==> config.mk <==
export PLATFORM = sky130hd
export DESIGN_NAME = alu_issue_stage
export DESIGN_NICKNAME = d
export VERILOG_FILES = /design/src/rtl/alu_issue_stage.sv
export SDC_FILE = /design/constraint.sdc
export NUM_CORES = 1
export LEC_CHECK = 0
export CAP_MARGIN = 15
export CORE_MARGIN = 2
export CORE_UTILIZATION = 42
export CTS_CLUSTER_DIAMETER = 30
export DETAILED_ROUTE_END_ITERATION = 10
export PLACE_DENSITY_LB_ADDON = 0.05
export SETUP_SLACK_MARGIN = 0.1
export SKIP_LAST_GASP = 1
export SYNTH_ARGS = -nofsm -noshare
export SYNTH_HDL_FRONTEND = slang
export SYNTH_SLANG_ARGS = --single-unit
==> constraint.sdc <==
create_clock -name clk -period 2.08 [get_ports clk]
set_input_delay 0.52 -clock clk [delete_from_list [all_inputs] [get_ports clk]]
set_output_delay 0.52 -clock clk [all_outputs]
set_load 0.01 [all_outputs]
==> src/rtl/alu_issue_stage.sv <==
// Issue/retire wrapper around the 32-bit ripple ALU. It registers one operation onto the ALU
// inputs, waits SETTLE_CYCLES edges for propagation, then holds the captured result on a valid/ready port.
module alu_issue_stage #(
    parameter int SETTLE_CYCLES = 4,
    parameter int CNT_W         = 16
) (
    input  logic             clk,
    input  logic             reset_n,
    input  logic             in_valid,
    output logic             in_ready,
    input  logic [31:0]      in_opA,
    input  logic [31:0]      in_opB,
    input  logic [2:0]       in_cmd,
    output logic [31:0]      alu_operandA,
    output logic [31:0]      alu_operandB,
    output logic [2:0]       alu_command,
    input  logic [31:0]      alu_result,
    input  logic             alu_carryout,
    input  logic             alu_zero,
    input  logic             alu_overflow,
    output logic             out_valid,
    input  logic             out_ready,
    output logic [31:0]      out_result,
    output logic             out_carryout,
    output logic             out_zero,
    output logic             out_overflow,
    output logic [2:0]       out_cmd,
    output logic             busy,
    output logic [CNT_W-1:0] op_count
);

    typedef enum logic [1:0] {
        IDLE   = 2'd0,
        SETTLE = 2'd1,
        DONE   = 2'd2
    } state_t;

    localparam logic [7:0] SETTLE_LOAD = 8'(SETTLE_CYCLES - 1);

    state_t             state_reg;
    logic [7:0]         settle_cnt_reg;
    logic [31:0]        opa_reg;
    logic [31:0]        opb_reg;
    logic [2:0]         cmd_reg;
    logic [31:0]        res_reg;
    logic               carry_reg;
    logic               zero_reg;
    logic               ovf_reg;
    logic [2:0]         out_cmd_reg;
    logic               out_valid_reg;
    logic               busy_reg;
    logic [CNT_W-1:0]   op_count_reg;

    logic               accept;
    logic               out_fire;

    // A result leaving DONE frees the ALU on the same edge, so a waiting operation loads without a bubble.
    assign in_ready = (state_reg == IDLE) || ((state_reg == DONE) && out_ready);
    assign accept   = in_valid && in_ready;
    assign out_fire = (state_reg == DONE) && out_ready;

    always_ff @(posedge clk or negedge reset_n) begin
        if (!reset_n) begin
            state_reg      <= IDLE;
            settle_cnt_reg <= 8'd0;
            opa_reg        <= 32'd0;
            opb_reg        <= 32'd0;
            cmd_reg        <= 3'd0;
            res_reg        <= 32'd0;
            carry_reg      <= 1'b0;
            zero_reg       <= 1'b0;
            ovf_reg        <= 1'b0;
            out_cmd_reg    <= 3'd0;
            out_valid_reg  <= 1'b0;
            busy_reg       <= 1'b0;
            op_count_reg   <= '0;
        end else begin
            case (state_reg)
                IDLE: begin
                    if (accept) begin
                        opa_reg        <= in_opA;
                        opb_reg        <= in_opB;
                        cmd_reg        <= in_cmd;
                        settle_cnt_reg <= SETTLE_LOAD;
                        busy_reg       <= 1'b1;
                        state_reg      <= SETTLE;
                    end
                end
                SETTLE: begin
                    if (settle_cnt_reg == 8'd0) begin
                        res_reg       <= alu_result;
                        carry_reg     <= alu_carryout;
                        zero_reg      <= alu_zero;
                        ovf_reg       <= alu_overflow;
                        out_cmd_reg   <= cmd_reg;
                        out_valid_reg <= 1'b1;
                        state_reg     <= DONE;
                    end else begin
                        settle_cnt_reg <= settle_cnt_reg - 8'd1;
                    end
                end
                DONE: begin
                    if (out_fire) begin
                        op_count_reg  <= op_count_reg + CNT_W'(1);
                        out_valid_reg <= 1'b0;
                        if (in_valid) begin
                            opa_reg        <= in_opA;
                            opb_reg        <= in_opB;
                            cmd_reg        <= in_cmd;
                            settle_cnt_reg <= SETTLE_LOAD;
                            state_reg      <= SETTLE;
                        end else begin
                            busy_reg  <= 1'b0;
                            state_reg <= IDLE;
                        end
                    end
                end
                default: begin
                    out_valid_reg <= 1'b0;
                    busy_reg      <= 1'b0;
                    state_reg     <= IDLE;
                end
            endcase
        end
    end

    assign alu_operandA = opa_reg;
    assign alu_operandB = opb_reg;
    assign alu_command  = cmd_reg;
    assign out_valid    = out_valid_reg;
    assign out_result   = res_reg;
    assign out_carryout = carry_reg;
    assign out_zero     = zero_reg;
    assign out_overflow = ovf_reg;
    assign out_cmd      = out_cmd_reg;
    assign busy         = busy_reg;
    assign op_count     = op_count_reg;

endmodule

; ---- Word-level counts from Yosys, hierarchy flattened
; Index checks and enable logic that the tools add are counted.
[classes]
addsub = 2
eq_ne = 8
mux = 29
n_bitwise = 2
reduce_logical = 14
[op_table]
columns = op, n
row1 = 32-bit two-way mux, 6
row2 = 32-bit case mux with 2 select lines, 2
row3 = 8-bit two-way mux, 4
row4 = 8-bit case mux with 3 select lines, 1
row5 = "16-bit by 1-bit adder with 16-bit output, second input constant", 1
row6 = "2-bit inequality test, second input constant", 6
row7 = 3-bit two-way mux, 3
row8 = 8-bit logical NOT, 1
row9 = 4-bit AND reduction, 2
row10 = "8-bit by 1-bit subtractor with 8-bit output, second input constant", 1
row11 = 1-bit two-way mux, 6
row12 = 2-bit two-way mux, 3
row13 = 1-bit case mux with 3 select lines, 2
row14 = 2-bit case mux with 3 select lines, 1
row15 = 3-bit case mux with 2 select lines, 1
row16 = 3-bit AND reduction, 2
row17 = 5-bit AND reduction, 1
row18 = 2-bit AND reduction, 2
row19 = 3-bit nonzero test, 1
row20 = "2-bit by 1-bit equality test with 1-bit output, second input constant", 1
row21 = "2-bit equality test, second input constant", 1
row22 = 1-bit logical AND, 2
row23 = 2-bit logical NOT, 1
row24 = 1-bit inverter, 2
row25 = other kinds (2), 2
[word_totals]
ff_bits = 133
in_bits = 106
output_inout_bits = 124
elab_cells = 68

; ---- Longest topological paths before layout
; Gate-level depths: netlist of the first run.
[depth]
ltp_word = 6
ltp_mapped = 7
mapped_depth_nobuf = 7

; ---- Worst setup path after synthesis of the first run
; OpenSTA, ideal clock, no wires.
[synth_path]
path_type = register to register
start = register settle_cnt_reg[0]
end = register res_reg[11], in the netlist out_result[11]
setup_ns = 0.125
t_arrival_ns = 1.651
required_time_ns = 1.955
setup_slack_ns = 0.304
path_stages_with_launch = 8
n_path_buf = 2
period_less_slack_ns = 1.776
path_cell_list = dfrtp_1 > inv_1 > ha_1 > nor2b_1 > nand4_1 > buf_2 > buf_6 > mux2_4
[synth_between]
elab_chain_cells = 2
[synth_lines]
columns = element, line_no
row1 = start: declaration, 41  ; logic [7:0] settle_cnt_reg;
row2 = start signal: assignment, 99  ; settle_cnt_reg <= settle_cnt_reg - 8'd1;
row3 = 8-bit logical NOT, 90  ; if (settle_cnt_reg == 8'd0) begin
row4 = 2-bit AND reduction (no source line), n/a
row5 = end signal: assignment, 91  ; res_reg <= alu_result;
row6 = end: declaration, 45  ; logic [31:0] res_reg;
; No other way between the ends.
; A chain may end at the register's enable or synchronous reset.

; ---- Final worst setup path of the first run
[layout_path]
start = register op_count_reg[9], in the netlist op_count[9]
end = output op_count[9]
[layout_rtl]
columns = element, line_no
row1 = start: declaration, 52  ; logic [CNT_W-1:0] op_count_reg;
row2 = start signal: assignment, 104  ; op_count_reg <= op_count_reg + CNT_W'(1);
row3 = end: declaration, 29  ; output logic [CNT_W-1:0] op_count
; No word-level cell between the ends.

==> results.cfg, run 1 <==
[run_status]
status = finished clean

[die]
die_w_um = 116
ios = 230
dieArea_sq_mm = 0.0135
rows = 41
coreArea_sq_mm = 0.0125
die_y_um = 116
start_util_pct = 42.5

[yosys]
yosysSeqAreaShare_pct = 62.8
netlist_area_sq_mm = 0.00530
synthCells = 350
yosysWarnings = 0
synth_fp_nets = 459
synth-seq-cells = 133
ys.flop_type = dfrtp_1
avgSynthCellArea_sq_um = 15.1
synth-edff-count = 0
synthArstFlopShare_pct = 100
synth.distinct_cells = 42

[finish]
most-common-layout-cells = clkdlybuf4s50_1, dfrtp_1, mux2_2
areaGrowthSynthToFinish_pct = 60.8
final_common_cell = clkdlybuf4s50_1
final_nets = 707
drive_gt1_share_pct = 24.9
diodes = 0

[worst_setup_path]
worst_ep_required_time_ps = 1560
critPathArrivalTime_ps = 1400
path_class = reg -> out
start_kind = register
path_cells = clkdlybuf4s50_1
max_stage_delay_ps = 560
critPathBufInv = 1
end_kind = primary output
r2r-start = settle_cnt_reg[0]
cp_top_family = buffers and inverters
cpMaxStageDelayCell = clkdlybuf4s50_1
crit_start = op_count[9]
worstPathMaxFanout = 4

[timing]
fin_crit_sh_pct = 92.1
rsz0062_at_grt = no
hold_violations = 0
tightest_slew_ps = 431
min_period_ps = 1920
setup_violations = 0
hold_ws_ps = 110
drv_slew = 0
fin_tns_setup_ps = 0
fmax_mhz = 522
fin_skew_ps = 8.62
relSlewSlack_pct = 71.3

[global_routing]
grt_first_pass_wirelength_um = 19200
grtUsageTotal_pct = 18.8
gr-total-overflow = 0
grt_pass1_vias = 3863
antenna_found_initial = 0
grt_max_degree = 81

[route]
post_drt_wl_per_cell_um = 16.0
drcViolationCount = 0
drt_pass1_iterations = 4
via_per_inst = 4.73
finalWirelength_um = 12500
drtAntennaViolNets = 0
drt_iter0_markers = 131
num_vias = 3707

[worst_hold_path]
hp-class = in -> async

[clock_tree]
htree_levels = 4
cts_tree = yes
clk_latency_ps = 410
hold_buffers = 0
clk_pin_slew_worst_paths_ps = 50
cts_buffers = 17
cts_max_path_buffers = 2
root_buffer = clkbuf_16
cts_sinks = 133

[placement]
gp_congestion = 0.785
hpwl_um = 9040
io_buffers = 229

[flow_run]
cap_violations = 0

[pwr]
p_per_area_mw_per_mm2 = 1490
peakVddDrop_uv = 717
power.static_leakage_nw = 3.65
-- timing repair --
| action | in CTS | in global routing |
|---|---|---|
| endpoints found under the setup margin | 1 | 45 |
| endpoints found under the hold margin | 0 | 0 |
| buffers inserted | 0 | 0 |
| resized for setup | 4 | 6 |
-- cell families after synthesis --
group           count (synthesis)  share of synthesized area [%]
flops                         133                           62.8
compound gates                 21                           2.53
xor+xnor                       16                           2.64
simple gates                   48                           5.60
mux                           107                           23.4
fa+ha+maj                       3                          0.708
buf+inv                        22                           2.29
-- cell type report --
cell class | count | area, sq um
Timing Repair Buffer | 243 | 2470
Inverter | 8 | 30.0
Sequential cell | 133 | 3330
Tap cell | 172 | 215
Fill cell | 956 | 3940
Clock buffer | 24 | 492
Multi-Input combinational cell | 195 | 1870
Clock inverter | 8 | 121
-- per-layer routing --
| metal | GRT usage [%] | part of all wire, % |
|---|---|---|
| met1 | 21.5 | 38 |
| met2 | 31.0 | 52 |
| met3 | 7.73 | 8.6 |
| met4 | 8.41 | 1.3 |
| met5 | 0 | 0 |
-- stage by stage --
stage	power, mW	util [%]	setup slack [ps]	cells	area, sq um
after floorplan	6.74	-	304	350	5300
after global routing	13.4	68.4	101	783	8520
final	12.7	68.4	165	783	8520
after detailed placement	9.72	63.4	-243	751	7900
after global placement	9.58	63.4	-213	751	7900
after CTS	12.8	68.3	112	783	8510
-- power by group --
part / switching (mW) / internal (mW)
clock network: 1.04 / 2.01
logic: 1.91 / 3.28
registers: 0.673 / 3.76
-- path summary, 6_finish.rpt --
kind	endpoint	slack [ps]	cells after the start
worst max-delay path	op_count[9]	160	1
worst min-delay path	op_count[15]	110	2
worst max register to register	out_result[22]	270	6
worst min register to register	settle_cnt_reg[0]	470	1
max in group asynchronous	alu_operandB[30]	1580	2
min in group clk	settle_cnt_reg[0]	470	1
-- cells in the mapped netlist, types with 2 or more instances --
cell / instances / share of area, %
dfrtp_1: 133 / 63
a21oi_1: 6 / 0.57
and3_1: 4 / 0.47
nand2_1: 8 / 0.57
mux2_1: 10 / 2.1
inv_1: 7 / 0.50
or3b_1: 2 / 0.33
xnor2_1: 11 / 1.8
nand4_1: 8 / 0.94
nor2_1: 6 / 0.42
buf_2: 10 / 0.94
xor2_1: 5 / 0.83
ha_1: 3 / 0.71
mux2_2: 86 / 18
buf_6: 3 / 0.64
nand2b_1: 2 / 0.24
nor2b_1: 4 / 0.47
nor3_1: 3 / 0.28
mux2_4: 10 / 2.8
o21ai_0: 7 / 0.66
Note: power is estimated with default switching activity, not from simulation.
==> run 2, diff against run 1 <==
--- a/config.mk
+++ b/config.mk
@@ -6,7 +6,7 @@
 export NUM_CORES = 1
 export LEC_CHECK = 0
 export CAP_MARGIN = 15
-export CORE_MARGIN = 2
+export CORE_MARGIN = 3
 export CORE_UTILIZATION = 42
 export CTS_CLUSTER_DIAMETER = 30
 export DETAILED_ROUTE_END_ITERATION = 10
==> run 2 against run 1 <==
  * Total power down 0.63%
  * Cell area up 0.48%
  * Sequential power about the same
  * Count of clock-buffer cells in the layout down 1
  * Die area up 3.5%
  * Setup slack better by 7.0 ps
  * Combinational power up 3%
  * Wire length up 3.0%
  * Critical endpoint is now op_count[0]
  * Largest power group unchanged
==> results.cfg, run 2 (synthesis results as in run 1) <==
[pwr]
peakVddDrop_uv = 1010
p_per_area_mw_per_mm2 = 1470
power.static_leakage_nw = 3.67

[timing]
fin_crit_sh_pct = 91.7
rsz0062_at_grt = yes
min_period_ps = 1910
fmax_mhz = 524
relSlewSlack_pct = 67.2
hold_violations = 0
setup_violations = 0
hold_ws_ps = 110
fin_skew_ps = 6.20
drv_slew = 0
tightest_slew_ps = 493

[finish]
finish.utilization_pct = 70.4
final_common_cell = clkdlybuf4s50_1
stdcell_count = 787
areaGrowthSynthToFinish_pct = 61.6
final_nets = 715
drive_gt1_share_pct = 26.3
diodes = 0
most-common-layout-cells = clkdlybuf4s50_1, dfrtp_1, mux2_2

[route]
drtAntennaViolNets = 0
drcViolationCount = 0
drt_pass1_iterations = 4
finalWirelength_um = 12900
via_per_inst = 4.80
num_vias = 3776
drt_iter0_markers = 133
post_drt_wl_per_cell_um = 16.4

[worst_setup_path]
end_kind = primary output
crit_start = op_count[0]
path_cells = clkdlybuf4s50_1
path_class = reg -> out
start_kind = register
worstPathMaxFanout = 4
r2r-start = settle_cnt_reg[0]
cpMaxStageDelayCell = clkdlybuf4s50_1
critPathBufInv = 1
critPathArrivalTime_ps = 1390
max_stage_delay_ps = 570
worst_ep_required_time_ps = 1560
cp_top_family = buffers and inverters

[clock_tree]
root_buffer = clkbuf_16
cts_max_path_buffers = 2
cts_tree = yes
cts_sinks = 133
htree_levels = 4
cts_buffers = 17
clk_pin_slew_worst_paths_ps = 50
clk_latency_ps = 410

[flow_run]
cap_violations = 0

[global_routing]
grt_max_degree = 62
grtUsageTotal_pct = 19.4
antenna_found_initial = 0
gr-total-overflow = 0
grt_first_pass_wirelength_um = 21300
grt_pass1_vias = 4152

[die]
rows = 40
dieArea_sq_mm = 0.0140
ios = 230
start_util_pct = 43.6
die_w_um = 118
coreArea_sq_mm = 0.0122
die_y_um = 118

[placement]
io_buffers = 229
gp_congestion = 0.728
dp.cells = 752
hpwl_um = 9580

[run_status]
status = finished clean

[worst_hold_path]
hp-class = in -> async
-- run 2: worst paths after layout --
check	end	slack, ps	depth (start not counted)
worst max-delay path	op_count[0]	170	1
worst min-delay path	op_count[0]	110	2
worst max register to register	out_result[26]	210	6
worst min register to register	settle_cnt_reg[0]	470	1
max in group asynchronous	alu_operandA[0]	1530	2
min in group clk	settle_cnt_reg[0]	470	1
-- run 2: report_power, final --
group	total, mW	internal [mW]	switching, mW
logic	5.33	3.35	1.98
registers	4.43	3.77	0.669
clock network	2.84	1.79	1.05
total	12.6	8.90	3.70
-- run 2: timing repair --
| action | 4_1_cts | 5_1_grt |
|---|---|---|
| endpoints found under the setup margin | 1 | 47 |
| resized for setup | 4 | 6 |
| hold buffers | 0 | 0 |
| endpoints found under the hold margin | 0 | 0 |
| buffers inserted | 0 | 3 |
| gates cloned | 0 | 0 |
-- run 2: area by class of cell --
| cell class | instances | area (sq um) |
|---|---|---|
| timing repair buffer | 251 | 2550 |
| tap | 168 | 210 |
| multi-input combinational | 195 | 1870 |
| fill | 905 | 3600 |
| clock inverter | 9 | 75.1 |
| sequential | 133 | 3330 |
| inverter | 8 | 30.0 |
| clock buffer | 23 | 498 |
-- run 2: per-stage QoR --
stage	TNS, ps	cell area [sq um]	setup slack [ps]	total power, mW
2_1_floorplan	0	5300	304	6.74
3_3_place_gp	-13040	7960	-266	9.66
3_5_place_dp	-13920	7960	-256	9.83
4_1_cts	0	8540	111	12.8
5_1_grt	0	8560	89.8	13.3
6_report	0	8560	172	12.6
-- run 2: routing by layer --
metal	GRT usage (%)	vias up	part of all wire, %
met5	0	-	0
met4	9.67	0	2.9
met3	7.56	25	8.3
met2	32.1	144	49
met1	21.8	1856	39
li1	-	1751	-
